===== src/rtl/snn_epoch_scorer.sv =====
// rtl/snn_epoch_scorer.sv - scores first-spike SNN predictions against one-hot labels per sample and epoch.
// Result, epoch and best-epoch registers load on the edge into SCORE so they are visible during SCORE.
module snn_epoch_scorer #(
  parameter int p_samples_per_epoch = 10,
  parameter int p_window            = 200,
  parameter int p_epochs            = 400,
  localparam int CW = $clog2(p_samples_per_epoch + 1),
  localparam int EW = $clog2(p_epochs + 1)
) (
  input  logic          i_clk,
  input  logic          i_rst_n,
  input  logic [25:1]   i_test_vector,
  input  logic [10:1]   i_label,
  input  logic [10:1]   i_out_spike,
  input  logic          i_end_of_epochs,
  output logic          o_busy,
  output logic          o_result_valid,
  output logic          o_correct,
  output logic [10:1]   o_pred,
  output logic [25:1]   o_last_vector,
  output logic          o_epoch_done,
  output logic [CW-1:0] o_epoch_correct,
  output logic [CW-1:0] o_best_correct,
  output logic [EW-1:0] o_epoch_count,
  output logic          o_overrun,
  output logic          o_done
);

  localparam int WW = (p_window > 1) ? $clog2(p_window) : 1;
  localparam logic [WW-1:0] WIN_LAST = WW'(p_window - 1);
  localparam logic [CW-1:0] SPE      = CW'(p_samples_per_epoch);
  localparam logic [EW-1:0] EPOCHS   = EW'(p_epochs);

  typedef enum logic [1:0] {IDLE, WINDOW, SCORE, FINISHED} state_t;

  state_t        state_q, state_d;
  logic [WW-1:0] cnt_q, cnt_d;
  logic [10:1]   label_q, label_d;
  logic [10:1]   pred_q, pred_d;
  logic [25:1]   vec_q, vec_d;
  logic          correct_q, correct_d;
  logic [CW-1:0] run_q, run_d, sample_q, sample_d;
  logic [CW-1:0] epc_q, epc_d, best_q, best_d;
  logic [EW-1:0] ecnt_q, ecnt_d;
  logic          edone_q, edone_d;
  logic          ovr_q, ovr_d;

  logic [10:1]   lowest, pred_new;
  logic          correct_new;
  logic [CW-1:0] run_inc, sample_inc;

  always_ff @(posedge i_clk or negedge i_rst_n) begin
    if (!i_rst_n) begin
      state_q   <= IDLE;
      cnt_q     <= '0;
      label_q   <= '0;
      pred_q    <= '0;
      vec_q     <= '0;
      correct_q <= 1'b0;
      run_q     <= '0;
      sample_q  <= '0;
      epc_q     <= '0;
      best_q    <= '0;
      ecnt_q    <= '0;
      edone_q   <= 1'b0;
      ovr_q     <= 1'b0;
    end else begin
      state_q   <= state_d;
      cnt_q     <= cnt_d;
      label_q   <= label_d;
      pred_q    <= pred_d;
      vec_q     <= vec_d;
      correct_q <= correct_d;
      run_q     <= run_d;
      sample_q  <= sample_d;
      epc_q     <= epc_d;
      best_q    <= best_d;
      ecnt_q    <= ecnt_d;
      edone_q   <= edone_d;
      ovr_q     <= ovr_d;
    end
  end

  always_comb begin
    state_d     = state_q;
    cnt_d       = cnt_q;
    label_d     = label_q;
    pred_d      = pred_q;
    vec_d       = vec_q;
    correct_d   = correct_q;
    run_d       = run_q;
    sample_d    = sample_q;
    epc_d       = epc_q;
    best_d      = best_q;
    ecnt_d      = ecnt_q;
    edone_d     = 1'b0;
    ovr_d       = ovr_q;
    // Two's-complement trick isolates the lowest set spike bit.
    lowest      = i_out_spike & (~i_out_spike + 10'd1);
    pred_new    = (pred_q == '0) ? lowest : pred_q;
    correct_new = (pred_new == label_q) && (pred_new != '0);
    run_inc     = run_q + CW'(correct_new);
    sample_inc  = sample_q + CW'(1);

    case (state_q)
      IDLE: begin
        if (i_label != '0) begin
          label_d = i_label;
          vec_d   = i_test_vector;
          pred_d  = '0;
          cnt_d   = '0;
          state_d = WINDOW;
        end else if (i_end_of_epochs) begin
          state_d = FINISHED;
        end
      end
      WINDOW: begin
        if (i_label != '0) ovr_d = 1'b1;
        pred_d = pred_new;
        cnt_d  = cnt_q + WW'(1);
        if (cnt_q == WIN_LAST) begin
          state_d   = SCORE;
          correct_d = correct_new;
          if (sample_inc == SPE) begin
            epc_d    = run_inc;
            best_d   = (run_inc > best_q) ? run_inc : best_q;
            if (ecnt_q != EPOCHS) ecnt_d = ecnt_q + EW'(1);
            run_d    = '0;
            sample_d = '0;
            edone_d  = 1'b1;
          end else begin
            run_d    = run_inc;
            sample_d = sample_inc;
          end
        end
      end
      SCORE:    state_d = IDLE;
      FINISHED: state_d = FINISHED;
      default:  state_d = IDLE;
    endcase
  end

  assign o_busy          = (state_q == WINDOW);
  assign o_result_valid  = (state_q == SCORE);
  assign o_done          = (state_q == FINISHED);
  assign o_correct       = correct_q;
  assign o_pred          = pred_q;
  assign o_last_vector   = vec_q;
  assign o_epoch_done    = edone_q;
  assign o_epoch_correct = epc_q;
  assign o_best_correct  = best_q;
  assign o_epoch_count   = ecnt_q;
  assign o_overrun       = ovr_q;

endmodule


===== config.mk =====
export PLATFORM = sky130hd
export DESIGN_NAME = snn_epoch_scorer
export DESIGN_NICKNAME = d
export VERILOG_FILES = /design/src/rtl/snn_epoch_scorer.sv
export SDC_FILE = /design/constraint.sdc
export NUM_CORES = 1
export LEC_CHECK = 0
export CORE_MARGIN = 5
export CORE_UTILIZATION = 30
export CTS_CLUSTER_SIZE = 20
export DETAILED_ROUTE_END_ITERATION = 16
export HOLD_SLACK_MARGIN = 0.15
export MAX_ROUTING_LAYER = met4
export PLACE_DENSITY = 0.51
export SLEW_MARGIN = 20
export SYNTH_ARGS = -nofsm -noshare
export SYNTH_HDL_FRONTEND = slang
export SYNTH_SLANG_ARGS = --single-unit

===== constraint.sdc =====
create_clock -name i_clk -period 3.5 [get_ports i_clk]
set_clock_uncertainty 0.2 [all_clocks]
set_input_delay 0.525 -clock i_clk [delete_from_list [all_inputs] [get_ports i_clk]]
set_output_delay 0.525 -clock i_clk [all_outputs]
set_load 0.02 [all_outputs]

; ---- Word level (Yosys, flattened, before mapping)
; Index checks and enable logic that the tools add are counted.
[word_totals]
reg_bits = 83
output_inout_bits = 58
wordCells = 59
input_bits = 48
[classes]
n_lt_le_gt_ge = 1
addsub = 5
bitwise_logic = 2
n_mux = 14
reduce_logical = 14
eq_ne = 10
[op_table]
columns = cell, count
row1 = 10-bit two-way mux, 2
row2 = 10-bit one-hot mux with 2 select lines, 1
row3 = 10-bit nonzero test, 2
row4 = 8-bit one-hot mux with 2 select lines, 1
row5 = "10-bit by 1-bit adder with 10-bit output, second input constant", 1
row6 = 10-bit bitwise AND, 1
row7 = 10-bit equality test, 1
row8 = 10-bit zero test, 1
row9 = 10-bit inverter, 1
row10 = 2-bit AND reduction, 5
row11 = "9-bit by 1-bit adder with 9-bit output, second input constant", 1
row12 = "9-bit != test, second input constant", 1
row13 = "8-bit by 1-bit adder with 8-bit output, second input constant", 1
row14 = "8-bit equality test, second input constant", 1
row15 = 4-bit two-way mux, 2
row16 = 8-bit two-way mux, 1
row17 = 2-bit one-hot mux with 4 select lines, 1
row18 = 4-bit AND reduction, 2
row19 = 2-bit two-way mux, 3
row20 = 4-bit by 1-bit adder with 4-bit output, 1
row21 = "4-bit by 1-bit adder with 4-bit output, second input constant", 1
row22 = "2-bit equality test, second input constant", 2
row23 = "4-bit equality test, second input constant", 1
row24 = 4-bit greater-than comparator, 1
row25 = other kinds (9), 11

; ---- Logic depth before layout (Yosys ltp)
; Gate-level depths: netlist of the first run.
[depth]
ltp_word = 9
depth_mapped = 16
depth_no_buf = 15

; ---- Least setup slack after synthesis of the first run
; No wires, ideal clock.
[synth_timing]
path_type = input to register
startpoint = input port i_out_spike[3] in the netlist's numbering
endpoint = register best_q[1] (netlist: o_best_correct[1])
setup_ps = 128
setup_slack_ps = -500
required_ps = 3172
stages = 14
t_arrival_ps = 3672
n_path_buf = 0
path_cell_list = or4_4 -> nor4_4 -> a31oi_1 -> mux2_4 -> nand3_2 -> nor2_1 -> ha_1 -> ha_1 -> ha_1 -> nor2b_1 -> o21a_1 -> o21a_1 -> o211ai_2 -> mux2_1
[synth_via]
elab_chain_cells = 9
[synth_rtl]
columns = item, line
row1 = start: declaration, 14  ; input logic [10:1] i_out_spike,
row2 = 10-bit inverter, 99  ; lowest = i_out_spike & (~i_out_spike + 10'd1);
row3 = 10-bit by 1-bit adder with 10-bit output, 99
row4 = 10-bit bitwise AND (*), 99
row5 = 10-bit two-way mux (*), 100  ; pred_new = (pred_q == '0) ? lowest : pred_q;
row6 = 10-bit equality test / 10-bit nonzero test (equally long branches), 101  ; correct_new = (pred_new == label_q) && (pred_new != '0);
row7 = 1-bit logical AND (*), 101
row8 = named net correct_new, 49  ; logic correct_new;
row9 = 4-bit by 1-bit adder with 4-bit output (*), 102  ; run_inc = run_q + CW'(correct_new);
row10 = named net run_inc[1], 50  ; logic [CW-1:0] run_inc, sample_inc;
row11 = 4-bit greater-than comparator, 126  ; best_d = (run_inc > best_q) ? run_inc : best_q;
row12 = 4-bit AND reduction (no line), --
row13 = end signal: assignment, 77  ; best_q <= best_d;
row14 = end: declaration, 43  ; logic [CW-1:0] epc_q, epc_d, best_q, best_d;
; Mark *: on every way through the listed nets, which the timed path passes. The rest lies on a longest branch.
; A chain may end at the register's enable or synchronous reset.

; ---- Final worst setup path of the first run
; Same ends and word-level chain as after synthesis.

==> results of run 1 <==
[placed cells by master (no fill, tap or decap), types with 2 or more instances in the layout]
cell             Yosys  final
xnor2_1              9      9
clkdlybuf4s50_1      0     99
mux2_4               1      2
a21oi_1              8      7
nor4_1               5      5
ha_4                 0      2
nor2b_1              3      2
nand2b_1             4      4
o31ai_1              4      4
mux2i_1              3      3
xor2_1               6      5
nand4_1              9      9
buf_4                3     47
a32o_1               3      3
o21ai_1              1      2
nor2_1              23     21
o21a_1               4      4
and3_1              11     10
dfrtp_1             83     83
nor4_4               1      2
mux2_1              24     23
nand2_1             54     54
ha_1                16     13
a21bo_2              2      2
nand3_1             15     15
clkbuf_16            0      9
inv_1               17     17
a222oi_1             2      2
mux2_2               6      6
o21ai_0             23     22
buf_6                0      4
a31oi_1              5      5
a41oi_1              3      3
nor2_2               0      2
a22o_1               3      3
buf_2                2      2
nor4b_1              2      2
clkbuf_1             6      3
[Yosys cell counts, drive strengths merged, types with 4 or more instances]
cell    number  area share (%)
mux2        31             8.5
and3        12             1.8
o31ai        5             1.0
nor4         8             1.9
nor2        23             2.1
nand2       54             4.9
a21oi        8            0.97
buf          5            0.79
xnor2        9             1.9
o21a         4            0.72
o21ai       24             2.9
inv         17             1.5
nand2b       4            0.60
ha          16             4.8
a31oi        5            0.76
nand4        9             1.4
clkbuf       6            0.54
xor2         6             1.3
dfrtp       83              50
nand3       16             2.1
[timing repair]
item                                   CTS  global route
gates resized for setup                 19            15
endpoints found under the hold margin   54             0
pin swaps                               10            14
buffers inserted                         3             2
setup endpoints to repair                4             4
hold buffers                             1             0
[layout make-up]
class                           count  area, sq um
Clock buffer                       12          236
Clock inverter                      4         51.3
Fill cell                        1312         7610
Inverter                           17         63.8
Multi-Input combinational cell    278         2030
Sequential cell                    83         2080
Tap cell                          180          225
Timing Repair Buffer              154         1420
[sequential cells by signal (all words and copies together) (netlist names)]
name             cells
o_epoch_done         1
state_q              2
cnt_q                8
o_best_correct       4
sample_q             4
run_q                4
o_epoch_count        9
o_last_vector       25
o_pred              10
o_epoch_correct      4
o_correct            1
o_overrun            1
label_q             10
[stage by stage]
stage	util (%)	instances	worst slack (ns)	TNS [ns]
detailed placement	41.6	706	-0.914	-3.81
global placement	41.6	706	-0.848	-3.43
finish	44.5	728	-0.241	-0.732
global route	44.5	728	-0.344	-1.26
floorplan	-	389	-0.370	-0.826
CTS	43.9	726	-0.378	-1.36
[critical path, delay by kind of cell]
family / cells / cell delay (ns)
and+or+nand+nor: 5 / 1.21
buffers and inverters: 2 / 0.25
AOI/OAI and AO/OA: 5 / 0.82
muxes: 1 / 0.32
adders and majority gates: 3 / 0.63
[final timing paths]
kind | from | to | cells after the start
min in group asynchronous | i_rst_n | o_best_correct[1] | 2
worst min register to register | o_overrun | o_overrun | 1
max in group asynchronous | i_rst_n | o_epoch_count[1] | 3
worst min-delay path | o_overrun | o_overrun | 1
worst max register to register | o_pred[1] | o_best_correct[1] | 15
worst max-delay path | i_out_spike[3] | o_best_correct[1] | 16
[logic make-up after synthesis]
| kind of cell | count (synthesis) | synth area share [%] |
|---|---|---|
| flops | 83 | 50.1 |
| compound gates | 69 | 11.6 |
| buf+inv | 28 | 2.87 |
| mux | 34 | 9.24 |
| xor+xnor | 15 | 3.17 |
| fa+ha+maj | 16 | 4.83 |
| simple gates | 144 | 18.2 |
[power breakdown]
group	internal (uW)	switching [uW]
combinational	910	989
clock	554	381
sequential	1220	152
[layer usage]
layer | vias up | track usage (%) | routed length, um
met5 | - | - | 0
met4 | 0 | 5.99 | 163
met3 | 10 | 2.42 | 489
met2 | 100 | 21.8 | 5140
met1 | 1695 | 18.2 | 4980
li1 | 1709 | - | -
==> flow_metrics.py, run 1 <==
metrics = {
    "sta": {
        "max_slew_margin_pct": 38.1,
        "timing_hold_violations_final": 0,
        "setup_violations": 4,
        "worst_slack_ns": -0.241,
        "fmax_mhz": 267,
        "drv_slew": 0,
        "finalCritPeriodShare_pct": 107,
        "rsz0062_at_grt": "yes",
        "holdWs_ns": 0.261,
        "worst_slew_pin_slew_ns": 0.919,
        "min_period_ns": 3.74,
    },
    "synthesis": {
        "async_reset_ff_share_pct": 100,
        "synth_nets": 453,
        "syn_inst": 389,
        "syn_area_sq_um": 4140,
        "postSynthAreaPerCell_sq_um": 10.6,
        "ys_seq_elements": 83,
        "synth_seq_area_share_pct": 50.1,
        "yosysWarnings": 0,
        "synth.distinct_cells": 58,
        "synth_edf_count": 0,
        "synth-main-ff-cell": "dfrtp_1",
    },
    "power_and_ir_drop": {
        "power_density_nw_per_um2": 688,
        "finalPower_uw": 4200,
        "vdd_ir_drop_max_mv": 0.449,
        "leakage_uw": 0.00270,
    },
    "setup_path": {
        "crit_arrival_ns": 3.76,
        "rrSetupSlack_ns": -0.16,
        "critPathSlowestCell": "or4_4",
        "cp_max_fo": 2,
        "startpoint_type": "primary input",
        "critical_path.cell_chain": "buf_6 -> or4_4 -> buf_6 -> nor3_4 -> a21oi_2 -> a211oi_2 -> nand4_1 -> nor2_2 -> ha_2 -> ha_4 -> ha_4 -> nor2b_4 -> o21a_1 -> o21a_1 -> o211ai_2 -> mux2_4",
        "required_ns": 3.52,
        "path_class": "in2reg",
        "crit_path_end_kind": "flop",
        "max_stage_delay_ns": 0.56,
    },
    "clock_network": {
        "path_clk_slew_ns": 0.06,
        "cts_made_buffers": 9,
        "cts_root_buf": "clkbuf_16",
        "htreeDepth": 3,
        "cts_sinks": 83,
        "cts_buffer_depth": 2,
        "cts_tree": "done",
        "clk_latency_ns": 0.34,
    },
    "global_route": {
        "grt_start_max_net_pins": 57,
        "grt_use_total_pct": 14.1,
        "antenna_found_initial": 0,
        "grt_overflow": 0,
        "grt_pass1_vias": 3589,
        "grt_pass1_wl_mm": 17.9,
    },
    "placed_design": {
        "post-dp-hpwl_mm": 8.13,
        "dpl_cell_area_sq_um": 5710,
        "port_buffers": 105,
        "gp_congestion": 0.871,
    },
    "cells_and_area": {
        "drive_gt1_share_pct": 18.4,
        "syn2layout_area_growth_pct": 47.5,
        "antennaDiodeCount": 0,
        "fin_area_sq_um": 6110,
        "nNetsFinal": 607,
    },
    "routing": {
        "drcViolationCount": 0,
        "via_count": 3514,
        "dr.pass1.iters": 4,
        "routed_via_density": 4.83,
        "wire_per_inst_um": 14.8,
        "drtAntennaViolNets": 0,
        "wirelength_mm": 10.8,
        "drtIter0Drc": 204,
    },
    "outcome": {
        "violations": "negative setup slack",
        "status": "finished, violations left",
    },
    "floorplanning": {
        "die_h_um": 128,
        "start_util_pct": 30.2,
        "row_count": 43,
        "dieArea_sq_um": 16300,
        "io_pins": 106,
        "core_sq_um": 13700,
        "die_w_um": 128,
    },
    "hold_path": {
        "hold_path.class": "reg2reg",
    },
    "job": {
        "drv_cap": 0,
    },
}
Power figures use the tool's default switching activity.
==> run 2, diff against run 1 <==
--- a/config.mk
+++ b/config.mk
@@ -12,7 +12,7 @@
 export HOLD_SLACK_MARGIN = 0.15
 export MAX_ROUTING_LAYER = met4
 export PLACE_DENSITY = 0.51
-export SLEW_MARGIN = 20
+export SLEW_MARGIN = 0
 export SYNTH_ARGS = -nofsm -noshare
 export SYNTH_HDL_FRONTEND = slang
 export SYNTH_SLANG_ARGS = --single-unit
==> run 2 against run 1 <==
The run still ends with negative setup slack left. Fmax did not move. Routed wire length did not move. Combinational power about the same. First-iteration DRC count is the same. Power barely moved. Non-clock buffer count unchanged. Clock power about the same. Via count unchanged. Worst hold slack unchanged. Die area stayed put. Global-route usage unchanged. Critical path type unchanged. Largest power group unchanged.
==> flow_metrics.py, run 2 (same netlist as run 1, synthesis figures left out) <==
metrics = {
    "power_and_ir_drop": {
        "seqPwrFrac_pct": 32.6,
        "swShare_pct": 36.2,
        "pwr-share-clk_pct": 22.2,
        "finalPower_uw": 4210,
        "vdd_ir_drop_max_mv": 0.449,
        "p_sw_uw": 1520,
        "leakage_uw": 0.00270,
        "comb_power_share_pct": 45.2,
        "power_density_nw_per_um2": 689,
        "internal_power_uw": 2680,
    },
    "cells_and_area": {
        "final_cell_mix": "clkdlybuf4s50_1, dfrtp_1, nand2_1",
        "syn2layout_area_growth_pct": 47.4,
        "largest_reg_flops": 25,
        "nNetsFinal": 607,
        "fill_cells": 1313,
        "layout_commonest_cell": "clkdlybuf4s50_1",
        "final_cells": 728,
        "drive_gt1_share_pct": 18.2,
        "antennaDiodeCount": 0,
    },
    "outcome": {
        "violations": "negative setup slack",
        "status": "finished, violations left",
    },
    "setup_path": {
        "critPathSlowestCell": "or4_4",
        "cp_num_buf_inv": 2,
        "crit_path_end_kind": "flop",
        "rrSetupSlack_ns": -0.16,
        "critical_path.cell_chain": "buf_6 -> or4_4 -> buf_6 -> nor3_4 -> a21oi_2 -> a211oi_2 -> nand4_1 -> nor2_2 -> ha_2 -> ha_4 -> ha_4 -> nor2b_4 -> o21a_1 -> o21a_1 -> o211ai_2 -> mux2_4",
        "path_class": "in2reg",
        "worstRegToRegCells": 15,
        "required_ns": 3.52,
        "path_delay_family": "simple AND/OR/NAND/NOR gates",
        "max_stage_delay_ns": 0.56,
        "crit_arrival_ns": 3.76,
        "worstReg2RegStart": "o_pred[1]",
        "cp_max_fo": 2,
        "reg2reg_to": "o_best_correct[1]",
        "startpoint_type": "primary input",
    },
    "floorplanning": {
        "io_pins": 106,
        "dieArea_sq_um": 16300,
        "die_w_um": 128,
        "core_sq_um": 13700,
        "row_count": 43,
        "die_h_um": 128,
        "start_util_pct": 30.2,
    },
    "clock_network": {
        "cts_root_buf": "clkbuf_16",
        "cts_buffer_depth": 2,
        "path_clk_slew_ns": 0.06,
        "htreeDepth": 3,
        "cts_sinks": 83,
        "cts_tree": "done",
        "clk_latency_ns": 0.34,
        "cts_made_buffers": 9,
    },
    "hold_path": {
        "hold_end": "o_overrun",
        "hold_start": "o_overrun",
        "hold_path.class": "reg2reg",
        "whs_path_depth": 1,
    },
    "job": {
        "drv_cap": 0,
    },
    "placed_design": {
        "port_buffers": 105,
        "place_inst": 706,
        "gp_congestion": 0.871,
        "dp_slack_ns": -0.914,
        "post-dp-hpwl_mm": 8.13,
    },
    "global_route": {
        "grt_pass1_wl_mm": 17.9,
        "grt_pass1_vias": 3589,
        "antenna_found_initial": 0,
        "grt_use_total_pct": 14.1,
        "grt_overflow": 0,
        "grt_start_max_net_pins": 57,
    },
    "routing": {
        "wirelength_mm": 10.8,
        "via_count": 3514,
        "dr.pass1.iters": 4,
        "wire_per_inst_um": 14.8,
        "drtIter0Drc": 204,
        "routed_via_density": 4.83,
        "drtAntennaViolNets": 0,
        "drcViolationCount": 0,
    },
    "sta": {
        "timing_hold_violations_final": 0,
        "setup_violations": 4,
        "holdWs_ns": 0.261,
        "drv_slew": 0,
        "worst_slack_ns": -0.241,
        "tns_ns": -0.732,
        "max_slew_margin_pct": 18.2,
        "min_period_ns": 3.74,
        "rsz0062_at_grt": "yes",
        "fmax_mhz": 267,
        "finalCritPeriodShare_pct": 107,
        "worst_slew_pin_slew_ns": 1.23,
    },
}
==> run 2: cell counts in the layout (fill, tap and decap cells not counted) <==
Identical to the previous run, type by type.
==> run 2: metal layers <==
| metal | wire length (um) | part of all wire (%) | global-route usage (%) | up-vias |
|---|---|---|---|---|
| met5 | 0 | 0 | - | - |
| met4 | 163 | 1.5 | 5.99 | 0 |
| met3 | 489 | 4.5 | 2.42 | 10 |
| met2 | 5140 | 48 | 21.8 | 100 |
| met1 | 4980 | 46 | 18.2 | 1695 |
| li1 | - | - | - | 1709 |
==> run 2: worst max-delay path by stage <==
stage / start / to / slack (ns) / depth (start not counted)
2_1_floorplan: i_out_spike[3] / o_best_correct[1] / -0.37 / 14
3_3_place_gp: i_out_spike[3] / o_best_correct[1] / -0.85 / 15
3_5_place_dp: i_out_spike[3] / o_best_correct[1] / -0.91 / 15
4_1_cts: i_out_spike[4] / o_best_correct[1] / -0.38 / 15
5_1_grt: i_out_spike[3] / o_best_correct[1] / -0.34 / 16
6_report: i_out_spike[3] / o_best_correct[1] / -0.24 / 16
==> run 2: metrics by stage <==
stage                     util (%)  instance area [sq um]
after global routing          44.5                   6110
after CTS                     43.9                   6020
final                         44.5                   6110
after global placement        41.6                   5710
after detailed placement      41.6                   5710
after floorplan                  -                   4170
==> run 2: layout make-up <==
cell class | instances | area, sq um | area share (%)
inverter | 17 | 63.8 | 1.04
tap | 180 | 225 | 3.69
clock buffer | 12 | 236 | 3.87
multi-input combinational | 278 | 2030 | 33.3
clock inverter | 4 | 51.3 | 0.840
timing repair buffer | 154 | 1420 | 23.3
sequential | 83 | 2080 | 34.0
==> run 2: timing repair <==
action / 4_1_cts / 5_1_grt
gates resized for setup: 19 / 15
hold endpoints to repair: 54 / 0
hold buffers: 1 / 0
pin swaps: 10 / 14
buffers inserted: 3 / 2
setup endpoints to repair: 4 / 4
==> run 2: power groups by stage <==
stage | Sequential (uW) | Clock [uW] | Combinational, uW
3_5_place_dp | 1390 | 0 | 1870
6_report | 1370 | 935 | 1900
2_1_floorplan | 1590 | 0 | 836
5_1_grt | 1410 | 1000 | 2080
3_3_place_gp | 1380 | 0 | 1860
4_1_cts | 1370 | 966 | 1890
==> run 3, diff against run 2 <==
--- a/config.mk
+++ b/config.mk
@@ -6,12 +6,13 @@
 export NUM_CORES = 1
 export LEC_CHECK = 0
 export CORE_MARGIN = 5
-export CORE_UTILIZATION = 30
+export CORE_UTILIZATION = 44
 export CTS_CLUSTER_SIZE = 20
 export DETAILED_ROUTE_END_ITERATION = 16
 export HOLD_SLACK_MARGIN = 0.15
 export MAX_ROUTING_LAYER = met4
-export PLACE_DENSITY = 0.51
+export PLACE_DENSITY = 0.72
+export REMOVE_ABC_BUFFERS = 1
 export SLEW_MARGIN = 0
 export SYNTH_ARGS = -nofsm -noshare
 export SYNTH_HDL_FRONTEND = slang
==> run 3 against run 2 <==
The flow still finishes with violations (negative setup slack). Core utilization up 21 points. Sequential cell count unchanged. Via count up 1.2%. Clock-buffer cell count down 2. Routed wire length down 3.5%. Die area down 30%. Design area down 2.0%. Combinational power about the same. Cell count down 9.2%. Power down 5.4%. Non-clock buffer count up 2. Critical endpoint unchanged.
==> flow_metrics.py, run 3 (same netlist as run 1, synthesis figures left out) <==
metrics = {
    "outcome": {
        "status": "finished, violations left",
        "violations": "negative setup slack",
    },
    "cells_and_area": {
        "layout_commonest_cell": "clkdlybuf4s50_1",
        "fill_cells": 744,
        "syn2layout_area_growth_pct": 44.5,
        "final_util_pct": 65.1,
        "nNetsFinal": 609,
        "largest_reg_flops": 25,
        "fin_area_sq_um": 5990,
        "drive_gt1_share_pct": 19.5,
        "antennaDiodeCount": 0,
        "final_cell_mix": "clkdlybuf4s50_1, dfrtp_1, nand2_1",
    },
    "setup_path": {
        "max_stage_delay_ns": 0.56,
        "critical_path.cell_chain": "buf_6 -> or4_4 -> buf_6 -> nor3b_4 -> a211oi_2 -> nor3_2 -> nand4_1 -> nor2_4 -> ha_4 -> ha_4 -> ha_4 -> nor2b_4 -> o21a_1 -> o21a_1 -> o211ai_2 -> mux2_4",
        "required_ns": 3.53,
        "path_class": "in2reg",
        "crit_path_end_kind": "flop",
        "cp_common_cell": "ha_4",
        "cp_max_fo": 3,
        "crit_arrival_ns": 3.75,
        "worstReg2RegStart": "o_pred[4]",
        "startpoint": "i_out_spike[4]",
        "critPathSlowestCell": "or4_4",
        "startpoint_type": "primary input",
    },
    "routing": {
        "wire_per_inst_um": 15.7,
        "dr.pass1.iters": 4,
        "wirelength_mm": 10.4,
        "drcViolationCount": 0,
        "drtIter0Drc": 170,
        "via_count": 3557,
        "drtAntennaViolNets": 0,
        "routed_via_density": 5.38,
    },
    "floorplanning": {
        "start_util_pct": 45.0,
        "die_h_um": 107,
        "die_w_um": 107,
        "dieArea_sq_um": 11500,
        "io_pins": 106,
        "row_count": 35,
        "core_sq_um": 9200,
    },
    "clock_network": {
        "cts_root_buf": "clkbuf_8",
        "htreeDepth": 3,
        "cts_hold_buf": 0,
        "clk_latency_ns": 0.35,
        "path_clk_slew_ns": 0.09,
        "cts_made_buffers": 9,
        "cts_sinks": 83,
        "cts_tree": "done",
        "cts_buffer_depth": 2,
    },
    "global_route": {
        "grt_start_max_net_pins": 84,
        "grt_pass1_wl_mm": 17.6,
        "grt_use_total_pct": 19.4,
        "antenna_found_initial": 0,
        "grt_overflow": 0,
        "grt_pass1_vias": 3685,
    },
    "power_and_ir_drop": {
        "finalPower_uw": 3980,
        "power_density_nw_per_um2": 665,
        "vdd_ir_drop_max_mv": 0.513,
        "leakage_uw": 0.00267,
    },
    "sta": {
        "rsz0062_at_grt": "yes",
        "setup_violations": 4,
        "drv_slew": 0,
        "max_slew_margin_pct": 31.7,
        "timing_hold_violations_final": 0,
        "min_period_ns": 3.72,
        "worst_slew_pin_slew_ns": 1.02,
        "worst_slack_ns": -0.221,
        "finalCritPeriodShare_pct": 106,
        "holdWs_ns": 0.133,
        "fmax_mhz": 269,
    },
    "placed_design": {
        "port_buffers": 105,
        "gp_congestion": 0.869,
        "dpl_cell_area_sq_um": 5600,
        "dp_slack_ns": -1.05,
        "post-dp-hpwl_mm": 7.63,
    },
    "job": {
        "drv_cap": 0,
    },
    "hold_path": {
        "hold_path.class": "in2async",
    },
}
## run 3: cell types whose count changed in the layout (fill, tap and decap cells not counted), sizes merged
cell,delta
inv,+1
clkdlybuf4s50,+1
clkbuf,-2
dlymetal6s2s,-1
clkinv,+1
clkdlybuf4s15,+1
buf,+2
dlygate4sd3,-1
## run 3: final cells by class
class                           instances  area [sq um]  share of cell area [%]
Sequential cell                        83          2080                    34.7
Timing Repair Buffer                  156          1430                    23.9
Tap cell                              111           139                    2.32
Clock inverter                          6          65.1                    1.09
Clock buffer                           10           128                    2.13
Multi-Input combinational cell        278          2080                    34.8
Inverter                               17          63.8                    1.07
## run 3: metrics by stage
stage | std cells | TNS, ns
2_1_floorplan | 378 | -1.31
3_3_place_gp | 637 | -3.67
3_5_place_dp | 637 | -4.36
4_1_cts | 657 | -1.26
5_1_grt | 661 | -1.35
6_report | 661 | -0.729
## run 3: critical path: cells and delay by family
family / cells / cell delay, ns
mux: 1 / 0.32
simple gates: 6 / 1.47
compound gates: 4 / 0.62
buf+inv: 2 / 0.24
fa+ha+maj: 3 / 0.58
## run 3: metal layers
layer | part of all wire, % | GRT usage (%) | vias up | routed length, um
li1 | - | - | 1710 | -
met1 | 45 | 25.6 | 1720 | 4730
met2 | 48 | 31.1 | 113 | 4940
met3 | 5.8 | 3.91 | 14 | 598
met4 | 1.3 | 4.57 | 0 | 134
met5 | 0 | - | - | 0
## run 3: timing repair
item | in CTS | in global routing
resized for setup | 20 | 18
setup buffers | 4 | 4
endpoints found under the hold margin | 0 | 0
setup endpoints to repair | 4 | 4
pin swaps | 10 | 15
## run 3: final timing paths
| check | endpoint | slack [ns] | cells after the start |
|---|---|---|---|
| min | o_last_vector[4] | 0.13 | 1 |
| max in group asynchronous | label_q[7] | 2.28 | 1 |
| max | o_best_correct[1] | -0.22 | 16 |
| min reg2reg | o_overrun | 0.28 | 1 |
| max reg2reg | o_best_correct[1] | -0.11 | 15 |
| min in group i_clk | o_overrun | 0.28 | 1 |
## run 3: power by group
part	switching [uW]	internal, uW	leakage [uW]
combinational	991	925	0.00154
sequential	161	1220	0.00104
clock	354	332	0.0000966
